$ cat src/rtl/uart_pkg.sv
// rtl/uart_pkg.sv - shared constants, FSM states and frame-length helper for uart_core
package uart_pkg;

    localparam int PAR_NONE = 0;
    localparam int PAR_EVEN = 1;
    localparam int PAR_ODD  = 2;

    typedef enum logic [2:0] {
        S_IDLE   = 3'd0,
        S_START  = 3'd1,
        S_DATA   = 3'd2,
        S_PARITY = 3'd3,
        S_STOP   = 3'd4
    } uart_state_e;

    // Frame length in bit periods: start + data + optional parity + stop.
    function automatic int frame_bits(input int data_bits, input int parity, input int stop_bits);
        return 1 + data_bits + ((parity != PAR_NONE) ? 1 : 0) + stop_bits;
    endfunction

endpackage

$ cat src/rtl/uart_bit_timer.sv
// rtl/uart_bit_timer.sv - loadable down-counter marking the end of a bit period
// Ports: clk_i/rst_i clock and sync active-high reset; load_i/load_val_i reload;
//        en_i counts down; expire_o high while enabled at zero.
module uart_bit_timer #(
    parameter int CLKS_PER_BIT = 8,
    parameter int W            = $clog2(CLKS_PER_BIT)
) (
    input  logic         clk_i,
    input  logic         rst_i,
    input  logic         load_i,
    input  logic [W-1:0] load_val_i,
    input  logic         en_i,
    output logic         expire_o
);

    logic [W-1:0] cnt_q;

    always_ff @(posedge clk_i) begin
        if (rst_i) begin
            cnt_q <= '0;
        end else if (load_i) begin
            cnt_q <= load_val_i;
        end else if (en_i && (cnt_q != '0)) begin
            cnt_q <= cnt_q - 1'b1;
        end
    end

    // The owning FSM reloads in the same cycle it sees expire_o, so a value of
    // N gives an expiry N+1 cycles after the load.
    assign expire_o = en_i && (cnt_q == '0);

endmodule

$ cat src/rtl/uart_core.sv
// rtl/uart_core.sv - parametrised full-duplex UART with valid/ready word interfaces
// Ports: clk/rst clock and sync active-high reset; uart_rx/uart_tx serial pins;
//        tx_data/tx_valid/tx_ready transmit word; rx_data/rx_valid/rx_ready receive
//        word with rx_parity_err/rx_frame_err; rx_overrun sticky, cleared by err_clr.
module uart_core
    import uart_pkg::*;
#(
    parameter int CLKS_PER_BIT = 8,
    parameter int DATA_BITS    = 8,
    parameter int PARITY       = 0,
    parameter int STOP_BITS    = 1
) (
    input  logic                 clk,
    input  logic                 rst,
    input  logic                 uart_rx,
    output logic                 uart_tx,
    input  logic [DATA_BITS-1:0] tx_data,
    input  logic                 tx_valid,
    output logic                 tx_ready,
    output logic [DATA_BITS-1:0] rx_data,
    output logic                 rx_valid,
    input  logic                 rx_ready,
    output logic                 rx_parity_err,
    output logic                 rx_frame_err,
    output logic                 rx_overrun,
    input  logic                 err_clr
);

    localparam int             TW        = $clog2(CLKS_PER_BIT);
    localparam logic [TW-1:0]  FULL_BIT  = TW'(CLKS_PER_BIT - 1);
    localparam logic [TW-1:0]  HALF_BIT  = TW'(CLKS_PER_BIT / 2 - 1);
    localparam logic [3:0]     LAST_DATA = 4'(DATA_BITS - 1);
    localparam logic [3:0]     LAST_STOP = 4'(STOP_BITS - 1);

    // ---------------- transmitter ----------------
    uart_state_e          tx_state_q, tx_state_d;
    logic [DATA_BITS-1:0] tx_shift_q, tx_shift_d;
    logic                 tx_par_q, tx_par_d;
    logic [3:0]           tx_cnt_q, tx_cnt_d;
    logic                 tx_line_q, tx_line_d;
    logic                 tx_load, tx_expire;

    uart_bit_timer #(.CLKS_PER_BIT(CLKS_PER_BIT)) u_tx_timer (
        .clk_i      (clk),
        .rst_i      (rst),
        .load_i     (tx_load),
        .load_val_i (FULL_BIT),
        .en_i       (tx_state_q != S_IDLE),
        .expire_o   (tx_expire)
    );

    always_ff @(posedge clk) begin
        if (rst) begin
            tx_state_q <= S_IDLE;
            tx_shift_q <= '0;
            tx_par_q   <= 1'b0;
            tx_cnt_q   <= '0;
            tx_line_q  <= 1'b1;
        end else begin
            tx_state_q <= tx_state_d;
            tx_shift_q <= tx_shift_d;
            tx_par_q   <= tx_par_d;
            tx_cnt_q   <= tx_cnt_d;
            tx_line_q  <= tx_line_d;
        end
    end

    // The line is registered: each transition drives the value of the bit
    // being entered, so the pin changes exactly on bit boundaries.
    always_comb begin
        tx_state_d = tx_state_q;
        tx_shift_d = tx_shift_q;
        tx_par_d   = tx_par_q;
        tx_cnt_d   = tx_cnt_q;
        tx_line_d  = tx_line_q;
        tx_load    = 1'b0;
        case (tx_state_q)
            S_IDLE: begin
                tx_line_d = 1'b1;
                if (tx_valid) begin
                    tx_shift_d = tx_data;
                    tx_par_d   = (PARITY == PAR_ODD) ? ~(^tx_data) : (^tx_data);
                    tx_line_d  = 1'b0;
                    tx_load    = 1'b1;
                    tx_state_d = S_START;
                end
            end
            S_START: begin
                if (tx_expire) begin
                    tx_line_d  = tx_shift_q[0];
                    tx_cnt_d   = '0;
                    tx_load    = 1'b1;
                    tx_state_d = S_DATA;
                end
            end
            S_DATA: begin
                if (tx_expire) begin
                    tx_load = 1'b1;
                    if (tx_cnt_q == LAST_DATA) begin
                        tx_cnt_d = '0;
                        if (PARITY != PAR_NONE) begin
                            tx_line_d  = tx_par_q;
                            tx_state_d = S_PARITY;
                        end else begin
                            tx_line_d  = 1'b1;
                            tx_state_d = S_STOP;
                        end
                    end else begin
                        tx_cnt_d   = tx_cnt_q + 4'd1;
                        tx_shift_d = tx_shift_q >> 1;
                        tx_line_d  = tx_shift_q[1];
                    end
                end
            end
            S_PARITY: begin
                if (tx_expire) begin
                    tx_line_d  = 1'b1;
                    tx_cnt_d   = '0;
                    tx_load    = 1'b1;
                    tx_state_d = S_STOP;
                end
            end
            S_STOP: begin
                if (tx_expire) begin
                    tx_line_d = 1'b1;
                    if (tx_cnt_q == LAST_STOP) begin
                        tx_state_d = S_IDLE;
                    end else begin
                        tx_cnt_d = tx_cnt_q + 4'd1;
                        tx_load  = 1'b1;
                    end
                end
            end
            default: begin
                tx_state_d = S_IDLE;
                tx_line_d  = 1'b1;
            end
        endcase
    end

    assign uart_tx  = tx_line_q;
    assign tx_ready = (tx_state_q == S_IDLE) && !rst;

    // ---------------- receiver ----------------
    logic [1:0]           sync_q;
    logic                 rx_s;
    uart_state_e          rx_state_q, rx_state_d;
    logic [DATA_BITS-1:0] rx_shift_q, rx_shift_d;
    logic [3:0]           rx_cnt_q, rx_cnt_d;
    logic                 rx_perr_q, rx_perr_d;
    logic                 rx_ferr_q, rx_ferr_d;
    logic                 rx_armed_q, rx_armed_d;
    logic                 rx_load, rx_expire, rx_done;
    logic [TW-1:0]        rx_load_val;
    logic [DATA_BITS-1:0] rx_data_q;
    logic                 rx_valid_q, rx_perr_out_q, rx_ferr_out_q, rx_ovr_q;

    assign rx_s = sync_q[1];

    uart_bit_timer #(.CLKS_PER_BIT(CLKS_PER_BIT)) u_rx_timer (
        .clk_i      (clk),
        .rst_i      (rst),
        .load_i     (rx_load),
        .load_val_i (rx_load_val),
        .en_i       (rx_state_q != S_IDLE),
        .expire_o   (rx_expire)
    );

    always_comb begin
        rx_state_d  = rx_state_q;
        rx_shift_d  = rx_shift_q;
        rx_cnt_d    = rx_cnt_q;
        rx_perr_d   = rx_perr_q;
        rx_ferr_d   = rx_ferr_q;
        rx_armed_d  = rx_armed_q;
        rx_load     = 1'b0;
        rx_load_val = FULL_BIT;
        rx_done     = 1'b0;
        case (rx_state_q)
            S_IDLE: begin
                // After a frame ending on a low stop bit (e.g. a break) the
                // line must be seen high before a new start is accepted.
                if (!rx_armed_q) begin
                    rx_armed_d = rx_s;
                end else if (!rx_s) begin
                    rx_load     = 1'b1;
                    rx_load_val = HALF_BIT;
                    rx_state_d  = S_START;
                end
            end
            S_START: begin
                if (rx_expire) begin
                    if (rx_s) begin
                        rx_state_d = S_IDLE;
                    end else begin
                        rx_load    = 1'b1;
                        rx_cnt_d   = '0;
                        rx_perr_d  = 1'b0;
                        rx_ferr_d  = 1'b0;
                        rx_state_d = S_DATA;
                    end
                end
            end
            S_DATA: begin
                if (rx_expire) begin
                    rx_shift_d = {rx_s, rx_shift_q[DATA_BITS-1:1]};
                    rx_load    = 1'b1;
                    if (rx_cnt_q == LAST_DATA) begin
                        rx_cnt_d   = '0;
                        rx_state_d = (PARITY != PAR_NONE) ? S_PARITY : S_STOP;
                    end else begin
                        rx_cnt_d = rx_cnt_q + 4'd1;
                    end
                end
            end
            S_PARITY: begin
                if (rx_expire) begin
                    rx_perr_d  = rx_s ^ ((PARITY == PAR_ODD) ? ~(^rx_shift_q) : (^rx_shift_q));
                    rx_load    = 1'b1;
                    rx_cnt_d   = '0;
                    rx_state_d = S_STOP;
                end
            end
            S_STOP: begin
                if (rx_expire) begin
                    rx_ferr_d = rx_ferr_q | ~rx_s;
                    if (rx_cnt_q == LAST_STOP) begin
                        rx_done    = 1'b1;
                        rx_armed_d = rx_s;
                        rx_state_d = S_IDLE;
                    end else begin
                        rx_cnt_d = rx_cnt_q + 4'd1;
                        rx_load  = 1'b1;
                    end
                end
            end
            default: rx_state_d = S_IDLE;
        endcase
    end

    always_ff @(posedge clk) begin
        if (rst) begin
            sync_q        <= 2'b11;
            rx_state_q    <= S_IDLE;
            rx_shift_q    <= '0;
            rx_cnt_q      <= '0;
            rx_perr_q     <= 1'b0;
            rx_ferr_q     <= 1'b0;
            rx_armed_q    <= 1'b1;
            rx_data_q     <= '0;
            rx_valid_q    <= 1'b0;
            rx_perr_out_q <= 1'b0;
            rx_ferr_out_q <= 1'b0;
            rx_ovr_q      <= 1'b0;
        end else begin
            sync_q     <= {sync_q[0], uart_rx};
            rx_state_q <= rx_state_d;
            rx_shift_q <= rx_shift_d;
            rx_cnt_q   <= rx_cnt_d;
            rx_perr_q  <= rx_perr_d;
            rx_ferr_q  <= rx_ferr_d;
            rx_armed_q <= rx_armed_d;

            // A word being consumed this cycle frees the holding register.
            if (rx_done && (!rx_valid_q || rx_ready)) begin
                rx_valid_q    <= 1'b1;
                rx_data_q     <= rx_shift_q;
                rx_perr_out_q <= rx_perr_q;
                rx_ferr_out_q <= rx_ferr_d;
            end else if (rx_valid_q && rx_ready) begin
                rx_valid_q <= 1'b0;
            end

            if (rx_done && rx_valid_q && !rx_ready) begin
                rx_ovr_q <= 1'b1;
            end else if (err_clr) begin
                rx_ovr_q <= 1'b0;
            end
        end
    end

    assign rx_data       = rx_data_q;
    assign rx_valid      = rx_valid_q;
    assign rx_parity_err = (PARITY != PAR_NONE) && rx_perr_out_q;
    assign rx_frame_err  = rx_ferr_out_q;
    assign rx_overrun    = rx_ovr_q;

endmodule

$ cat config.mk
export PLATFORM = sky130hd
export DESIGN_NAME = uart_core
export DESIGN_NICKNAME = d
export VERILOG_FILES = /design/src/rtl/uart_pkg.sv /design/src/rtl/uart_bit_timer.sv /design/src/rtl/uart_core.sv
export SDC_FILE = /design/constraint.sdc
export NUM_CORES = 1
export LEC_CHECK = 0
export BUFFER_PORTS_ARGS = -buffer_cell sky130_fd_sc_hd__buf_2
export CAP_MARGIN = 15
export CORE_ASPECT_RATIO = 0.5
export CORE_MARGIN = 3
export CORE_UTILIZATION = 35
export CTS_CLUSTER_SIZE = 28
export DETAILED_ROUTE_END_ITERATION = 8
export GPL_TIMING_DRIVEN = 0
export SLEW_MARGIN = 25
export SYNTH_ARGS = -nofsm -noshare
export SYNTH_HDL_FRONTEND = slang
export SYNTH_SLANG_ARGS = --single-unit
$ cat constraint.sdc
create_clock -name clk -period 2.4 [get_ports clk]
set_clock_uncertainty 0.1 [all_clocks]
set_input_delay 0.24 -clock clk [delete_from_list [all_inputs] [get_ports clk]]
set_output_delay 0.24 -clock clk [all_outputs]
set_load 0.005 [all_outputs]
==> flow_metrics.py, run 1 <==
metrics = {
    "drt": {
        "initialDrtViolationCount": 149,
        "top_layer_used": "met4",
        "met3WireLength_um": 127,
        "viasPerCell": 5.043,
        "vias": 2133,
        "drc": 0,
        "drt_wl_total_um": 5201,
        "wl_met1_um": 2618,
        "detail_route.wl_per_cell_um": 12.30,
        "ant_nets": 0,
        "wl_met2_um": 2438,
        "firstDrtPassIters": 4,
    },
    "layout": {
        "seqCellArea_um2": 1041,
        "post-route-util": 0.4254,
        "multiInputGateArea_um2": 1350,
        "nFillCells": 670,
        "drive_above_1_share": 0.1420,
        "final_cell_mix": "dfxtp_1 (52), nor2_1 (36), a21oi_1 (30)",
        "finalNetCount": 352,
        "layout_commonest_cell": "dfxtp_1",
        "area_growth_pct": 15.58,
        "diodes": 0,
    },
    "critical_path": {
        "cp_top_family": "compound AO/OA/AOI/OAI gates",
        "cp.arrival_ps": 2220,
        "setup.worst_path.class": "reg2reg",
        "crit_path_cell_trace": "ha_1, nand3b_1, nor2_1, a2111oi_4, buf_2, nor2_1, a211oi_1",
        "rrSetupSlack_ps": 290,
        "end_kind": "register",
        "path_max_fanout": 10,
        "cp.required_ps": 2510,
        "path_buf_inv": 1,
        "crit_slowest_cell": "a2111oi_4",
        "cp_slowest_stage_delay_ps": 530,
        "ff2ff_path_depth": 7,
        "crit_top_cell": "nor2_1",
        "r2r-start": "tx_cnt_q[0]$_SDFFE_PP0P_",
        "crit_cells": 7,
        "crit_path_start_kind": "register",
        "r2r_end": "tx_shift_q[5]$_SDFFE_PP0P_",
    },
    "floorplan": {
        "fp.dieW_um": 125.6,
        "ios": 28,
        "core_um2": 6805,
        "fp-row-count": 21,
        "die_area_um2": 8270,
        "die-height_um": 65.82,
        "start_util": 0.3681,
    },
    "clock_tree": {
        "cts_tree": "done",
        "root_buffer": "clkbuf_16",
        "clk_pin_slew_worst_paths_ps": 70,
        "post_cts_resized": 0,
        "clk_latency_ps": 290,
        "cts_sinks": 52,
        "postCtsHoldBufs": 0,
        "htreeDepth": 2,
        "post_cts_buffers": 0,
        "numCtsBuffers": 5,
        "clockBufferDepth": 2,
    },
    "logic_synthesis": {
        "synth.ff_latch_count": 52,
        "syn_area_um2": 2505,
        "synthXorXnorAreaFrac": 0.01748,
        "synthSimpleGateAreaFrac": 0.2413,
        "ys_types": 42,
        "yosysWarnings": 0,
        "ys_seq_area_frac": 0.4156,
        "post_synth.cell_area_avg_um2": 8.406,
        "synthAdderAreaFrac": 0.03996,
        "synth_nets": 320,
        "synth-compound-area-share": 0.1668,
        "syn_inst": 298,
        "synth.mux.area_fraction": 0.07193,
        "synth_top_family_by_area": "simple AND/OR/NAND/NOR gates",
    },
    "power_and_ir_drop": {
        "vdd_ir_drop_max_v": 0.0003044,
        "p_per_area_nw_per_um2": 840.6,
        "leakage_nw": 1.111,
    },
    "timing": {
        "slew_violations": 0,
        "worst_pin_slew_ps": 754.7,
        "min_period_ps": 2113,
        "hold_viol": 0,
        "setup_violations": 0,
        "rsz0062_at_grt": "false",
        "tns_ps": 0,
        "clock.fmax_ghz": 0.4732,
        "slew_headroom": 0.4941,
        "hold_ws_ps": 31.39,
        "period_share": 0.8805,
    },
    "global_routing": {
        "grt_max_degree": 19,
        "grt_pass1_vias": 2079,
        "gr-total-overflow": 0,
        "grt_usage": 0.1328,
        "antenna_found_initial": 0,
        "grt_pass1_wl_um": 9308,
    },
    "outcome": {
        "outcome": "complete, no violations",
    },
    "place": {
        "port_buffers": 25,
        "gp_congestion": 0.8581,
        "place_hpwl_um": 3822,
    },
    "min_path": {
        "whs_endpoint": "sync_q[0]$_SDFF_PP1_",
        "hold_path.class": "in2reg",
        "holdPathStages": 2,
        "worstHoldStart": "uart_rx",
    },
    "run": {
        "drv_cap": 0,
    },
}
worst max-delay path by stage:
stage                              from                         end  slack, ps
6_report       tx_cnt_q[0]$_SDFFE_PP0P_  tx_shift_q[5]$_SDFFE_PP0P_        290
5_1_grt        tx_cnt_q[0]$_SDFFE_PP0P_  tx_shift_q[7]$_SDFFE_PP0P_        110
4_1_cts        rx_cnt_q[0]$_SDFFE_PP0P_    rx_cnt_q[2]$_SDFFE_PP0P_        230
3_5_place_dp   rx_cnt_q[0]$_SDFFE_PP0P_    rx_cnt_q[2]$_SDFFE_PP0P_        240
3_3_place_gp   rx_cnt_q[0]$_SDFFE_PP0P_    rx_cnt_q[2]$_SDFFE_PP0P_        300
2_1_floorplan  tx_cnt_q[0]$_SDFFE_PP0P_  tx_shift_q[4]$_SDFFE_PP0P_        550
synthesized netlist by cell type (all sizes together):
library cell	count	share of area
a21oi	31	0.066
xnor2	3	0.010
inv	12	0.018
a2bb2oi	1	0.0035
a41oi	1	0.0035
a22oi	1	0.0030
o21a	3	0.0090
o311ai	1	0.0035
nor4b	1	0.0035
nand3b	4	0.012
nor4	2	0.0075
a2111oi	1	0.011
a21o	3	0.0090
nor3	7	0.016
ha	8	0.040
buf	5	0.011
nand4	1	0.0025
o21bai	2	0.0060
nand2b	7	0.017
nand3	20	0.040
and3b	1	0.0035
nand2	29	0.043
or3b	2	0.0070
o21ai	7	0.014
dfxtp	52	0.42
or2	3	0.0075
nor2	36	0.054
a211oi	9	0.027
nor3b	5	0.017
mux2i	18	0.072
o22a	1	0.0035
clkbuf	11	0.016
a31oi	3	0.0075
xor2	2	0.0070
conb	1	0.0015
nor2b	4	0.010
layout make-up:
type                            count  area share
Multi-Input combinational cell    218      0.4663
Sequential cell                    52      0.3596
Clock buffer                        5     0.04322
Timing Repair Buffer               25     0.04322
Tap cell                           92     0.03976
Buffer                             16     0.02377
Inverter                           12     0.01556
Clock inverter                      3    0.008643
report_power, final:
group	total [mW]	leakage (nW)	switching (mW)	internal (mW)
Combinational	0.688	0.617	0.404	0.285
Clock	0.720	0.0708	0.326	0.394
Sequential	1.03	0.423	0.0677	0.957
Total	2.43	1.11	0.797	1.64
worst register-to-register path, delay by kind of cell (launching register included):
family	cells	cell delay, ps
adder cells (fa/ha/maj)	1	240
AND/OR/NAND/NOR	3	340
flip-flops	1	340
buffers and inverters	1	310
AO/OA/AOI/OAI	2	720
metrics by stage:
step	instance area (um^2)	total power, mW	instances	setup WS, ps
final	2895	2.434	423	286.7
after global routing	2895	2.607	423	111.6
after CTS	2895	2.458	423	231.3
after detailed placement	2745	1.729	415	244.3
after global placement	2745	1.704	415	302.8
after floorplan	2505	1.579	298	554.8
sequential cells by signal (all words and copies together), names as in the netlist, 2 cells and up:
name              flops
rx_data               8
rx_shift_q            8
tx_shift_q            8
rx_cnt_q              4
tx_cnt_q              4
rx_state_q            3
tx_state_q            3
u_rx_timer.cnt_q      3
u_tx_timer.cnt_q      3
sync_q                2
kinds of logic (layout without fill, tap and decap cells):
| logic type | count (synthesis) | in the layout |
|---|---|---|
| adders and majority gates | 8 | 8 |
| other | 1 | 1 |
| buffers and inverters | 28 | 61 |
| and+or+nand+nor | 122 | 122 |
| AOI/OAI and AO/OA | 64 | 64 |
| muxes | 18 | 18 |
| DFF | 52 | 52 |
| xor gates and xnor gates | 5 | 5 |
routing by layer:
metal  up-vias  GRT usage
met3         3    0.02581
met2        23     0.2380
li1       1092          -
met5         -          0
met4         0    0.02838
met1      1015     0.1683
Power figures use the tool's default switching activity.
==> inputs of run 2 (changes only) <==
clock period = 2.63 ns   (was 2.4 ns; I/O delays follow)
==> run 2 against run 1 <==
Count of clock-buffer cells in the layout is the same; critical endpoint is now rx_cnt_q[2]$_SDFFE_PP0P_; via count is the same; final cell count is the same; largest power group unchanged; utilization is the same; critical path type unchanged.
==> flow_metrics.py, run 2 (synthesized netlist as in run 1, its figures left out) <==
metrics = {
    "critical_path": {
        "crit_path_cell_trace": "inv_1, ha_1, nor3b_1, nor2_1, o21ai_0, o21ai_0, a21oi_1",
        "crit_slowest_cell": "nor3b_1",
        "cp.required_ps": 2750,
        "path_max_fanout": 5,
        "cp.arrival_ps": 2290,
        "cp_slowest_stage_delay_ps": 520,
        "cp_top_family": "compound AO/OA/AOI/OAI gates",
        "crit_top_cell": "o21ai_0",
        "path_buf_inv": 1,
        "crit_path_start_kind": "register",
        "setup.worst_path.class": "reg2reg",
        "end_kind": "register",
    },
    "layout": {
        "diodes": 0,
        "drive_above_1_share": 0.1420,
        "layout_commonest_cell": "dfxtp_1",
        "final_cell_mix": "dfxtp_1 (52), nor2_1 (36), a21oi_1 (30)",
        "finalNetCount": 352,
        "area_growth_pct": 15.58,
    },
    "clock_tree": {
        "htreeDepth": 2,
        "postCtsHoldBufs": 0,
        "clk_latency_ps": 290,
        "post_cts_buffers": 0,
        "post_cts_resized": 0,
        "clockBufferDepth": 2,
        "root_buffer": "clkbuf_16",
        "cts_sinks": 52,
        "clk_pin_slew_worst_paths_ps": 70,
        "cts_tree": "done",
        "numCtsBuffers": 5,
    },
    "drt": {
        "viasPerCell": 5.043,
        "drt_wl_total_um": 5207,
        "initialDrtViolationCount": 152,
        "drc": 0,
        "detail_route.wl_per_cell_um": 12.31,
        "ant_nets": 0,
        "firstDrtPassIters": 4,
        "vias": 2133,
    },
    "min_path": {
        "hold_path.class": "in2reg",
    },
    "floorplan": {
        "fp.dieW_um": 125.6,
        "fp-row-count": 21,
        "die_area_um2": 8270,
        "start_util": 0.3681,
        "core_um2": 6805,
        "die-height_um": 65.82,
        "ios": 28,
    },
    "global_routing": {
        "grt_max_degree": 19,
        "grt_usage": 0.1328,
        "grt_pass1_wl_um": 9308,
        "grt_pass1_vias": 2079,
        "antenna_found_initial": 0,
        "gr-total-overflow": 0,
    },
    "timing": {
        "clock.fmax_ghz": 0.4604,
        "slew_headroom": 0.4944,
        "slew_violations": 0,
        "min_period_ps": 2172,
        "period_share": 0.8258,
        "hold_viol": 0,
        "worst_pin_slew_ps": 754.3,
        "tns_ps": 0,
        "setup_violations": 0,
        "rsz0062_at_grt": "false",
    },
    "place": {
        "port_buffers": 25,
        "place_hpwl_um": 3822,
        "gp_congestion": 0.8581,
    },
    "power_and_ir_drop": {
        "leakage_nw": 1.111,
        "total_power_mw": 2.223,
        "vdd_ir_drop_max_v": 0.0002784,
        "p_per_area_nw_per_um2": 767.7,
    },
    "outcome": {
        "outcome": "complete, no violations",
    },
    "run": {
        "drv_cap": 0,
    },
}
-- run 2: layer usage --
metal | part of all wire | track usage | wire (um) | up-vias
met2 | 0.47 | 0.2380 | 2436 | 27
met1 | 0.50 | 0.1683 | 2600 | 1012
met4 | 0.0031 | 0.02838 | 16 | 0
met3 | 0.029 | 0.02581 | 153 | 3
met5 | 0 | 0 | 0 | -
li1 | - | - | - | 1091
-- run 2: final timing paths --
| kind | startpoint | endpoint | slack, ps | depth (start not counted) |
|---|---|---|---|---|
| worst min-delay path | uart_rx | sync_q[0]$_SDFF_PP1_ | 50 | 2 |
| worst min register to register | sync_q[0]$_SDFF_PP1_ | sync_q[1]$_SDFF_PP1_ | 310 | 1 |
| worst max-delay path | rx_cnt_q[0]$_SDFFE_PP0P_ | rx_cnt_q[2]$_SDFFE_PP0P_ | 460 | 7 |
| worst max register to register | rx_cnt_q[0]$_SDFFE_PP0P_ | rx_cnt_q[2]$_SDFFE_PP0P_ | 460 | 7 |
-- run 2: stage by stage --
step                      setup WS [ps]  hold slack, ps  instances    util  cell area [um^2]
after floorplan                   784.8           266.8        298       -              2505
after global placement            532.8           296.1        415  0.4034              2745
after detailed placement          474.3           298.5        415  0.4034              2745
after CTS                         461.3           53.78        423  0.4254              2895
after global routing              166.3           54.87        423  0.4254              2895
final                             458.1           53.77        423  0.4254              2895
-- run 2: final cells by class --
class                   instances  area [um^2]
clock inverters                 3        25.02
fillers                       670         3910
inverters                      12        45.04
clock buffers                   5        125.1
flip-flops and latches         52         1041
well taps                      92        115.1
repair buffers                 25        125.1
multi-input cells             218         1350
plain buffers                  16        68.82
-- run 2: power breakdown --
| group | switching [mW] | internal (mW) |
|---|---|---|
| clock network | 0.300 | 0.360 |
| registers | 0.0617 | 0.874 |
| logic | 0.368 | 0.260 |
| total | 0.730 | 1.49 |
-- run 2: worst reg2reg max path: stages (launching register included) --
cell     delay (ps)
dfxtp_1         330
inv_1            90
ha_1            140
nor3b_1         520
nor2_1          130
o21ai_0         470
o21ai_0         170
a21oi_1         150
==> inputs of run 3 (changes only) <==
clock period = 2.05 ns   (was 2.63 ns; I/O delays follow)
==> run 3 against run 2 <==
Global-route usage increased by 0.088 points; final area increased by 1.6%; clock power increased by 27%; flip-flop and latch count unchanged; count of clock-buffer cells in the layout unchanged; largest power group unchanged.
==> flow_metrics.py, run 3 (synthesized netlist as in run 1, its figures left out) <==
metrics = {
    "outcome": {
        "outcome": "complete, no violations",
    },
    "global_routing": {
        "gr-total-overflow": 0,
        "grt_usage": 0.1337,
        "grt_pass1_vias": 2077,
        "grt_pass1_wl_um": 9370,
        "antenna_found_initial": 0,
        "grt_max_degree": 19,
    },
    "floorplan": {
        "die-height_um": 65.82,
        "die_area_um2": 8270,
        "core_um2": 6805,
        "start_util": 0.3681,
        "fp-row-count": 21,
        "ios": 28,
        "fp.dieW_um": 125.6,
    },
    "layout": {
        "final_cell_mix": "dfxtp_1 (52), nor2_1 (36), a21oi_1 (30)",
        "layout_commonest_cell": "dfxtp_1",
        "area_growth_pct": 17.38,
        "finalNetCount": 354,
        "diodes": 0,
        "drive_above_1_share": 0.1562,
    },
    "power_and_ir_drop": {
        "p_per_area_nw_per_um2": 985.2,
        "clkPwrFrac": 0.290,
        "p_int_mw": 1.943,
        "leakage_nw": 1.128,
        "p_seq_frac": 0.415,
        "p_comb_frac": 0.295,
        "p_switching_mw": 0.9534,
        "vdd_ir_drop_max_v": 0.0003574,
        "switching_share": 0.3291,
    },
    "drt": {
        "initialDrtViolationCount": 156,
        "drc": 0,
        "firstDrtPassIters": 4,
        "vias": 2149,
        "detail_route.wl_per_cell_um": 12.50,
        "drt_wl_total_um": 5312,
        "viasPerCell": 5.056,
        "ant_nets": 0,
    },
    "place": {
        "gp_congestion": 0.8581,
        "port_buffers": 25,
        "place_ws_ps": -105.7,
        "place_hpwl_um": 3822,
    },
    "clock_tree": {
        "root_buffer": "clkbuf_16",
        "clk_pin_slew_worst_paths_ps": 70,
        "cts_tree": "done",
        "cts_sinks": 52,
        "numCtsBuffers": 5,
        "clockBufferDepth": 2,
        "clk_latency_ps": 290,
        "htreeDepth": 2,
    },
    "timing": {
        "min_period_ps": 1941,
        "slew_violations": 0,
        "tns_ps": 0,
        "period_share": 0.9470,
        "hold_viol": 0,
        "clock.fmax_ghz": 0.5151,
        "setup_violations": 0,
        "slew_headroom": 0.6379,
        "timing.final.ws_setup_ps": 108.6,
        "worst_pin_slew_ps": 543.1,
        "hold_ws_ps": 115.6,
    },
    "critical_path": {
        "cp.arrival_ps": 2040,
        "setup.worst_path.class": "reg2reg",
        "crit_path_cell_trace": "buf_2, or3b_1, a21o_1, a21oi_4, mux2i_1, nor4_2",
        "cp_slowest_stage_delay_ps": 440,
        "crit_slowest_cell": "or3b_1",
        "crit_path_start_kind": "register",
        "end_kind": "register",
        "path_max_fanout": 10,
        "cp.required_ps": 2150,
    },
    "run": {
        "drv_cap": 0,
    },
    "min_path": {
        "hold_path.class": "in2reg",
    },
}
run 3: path summary, 6_finish.rpt:
path | start | to | slack, ps | depth (start not counted)
worst max-delay path | tx_state_q[1]$_SDFFE_PP0P_ | tx_cnt_q[2]$_SDFFE_PP0P_ | 110 | 6
worst min-delay path | tx_data[7] | tx_shift_q[7]$_SDFFE_PP0P_ | 120 | 3
worst max register to register | tx_state_q[1]$_SDFFE_PP0P_ | tx_cnt_q[2]$_SDFFE_PP0P_ | 110 | 6
worst min register to register | sync_q[0]$_SDFF_PP1_ | sync_q[1]$_SDFF_PP1_ | 310 | 1
run 3: critical path: cells and delay by family (launching register included):
family          cells  cell delay (ps)
compound gates      2              480
simple gates        2              700
flops               1              300
buf+inv             1              170
mux                 1              120
run 3: power by group through the flow:
| stage | registers (mW) | clock network (mW) | logic [mW] |
|---|---|---|---|
| 6_report | 1.20 | 0.840 | 0.854 |
| 3_5_place_dp | 1.22 | 0 | 0.801 |
| 4_1_cts | 1.20 | 0.869 | 0.827 |
| 5_1_grt | 1.22 | 0.923 | 0.962 |
| 2_1_floorplan | 1.20 | 0 | 0.644 |
| 3_3_place_gp | 1.22 | 0 | 0.777 |
run 3: final cells by class:
class | count | area, um^2
clock inverter | 3 | 25.02
clock buffer | 5 | 125.1
inverter | 12 | 45.04
multi-input combinational | 218 | 1375
sequential | 52 | 1041
timing repair buffer | 27 | 142.6
tap | 92 | 115.1
fill | 668 | 3865
buffer | 16 | 71.32
run 3: per-stage QoR:
step                      utilization  area [um^2]  power [mW]  cells
after floorplan                     -         2505       1.849    298
after global routing           0.4321         2940       3.101    425
after global placement         0.4034         2745       1.994    415
after detailed placement       0.4034         2745       2.025    415
after CTS                      0.4288         2918       2.896    425
final                          0.4321         2940       2.897    425
run 3: layer usage:
| layer | track usage | up-vias | wire length, um |
|---|---|---|---|
| met2 | 0.2380 | 27 | 2471 |
| met3 | 0.02581 | 5 | 139 |
| met1 | 0.1708 | 1018 | 2659 |
| met4 | 0.02838 | 0 | 42 |
| met5 | 0 | - | 0 |
| li1 | - | 1099 | - |
run 3: repair_timing:
item / in CTS / in global routing
hold endpoints to repair: 1 / 0
hold buffers: 1 / 0
endpoints found under the setup margin: 13 / 26
setup buffers: 1 / 0
pin swaps: 1 / 0
gates resized for setup: 1 / 9
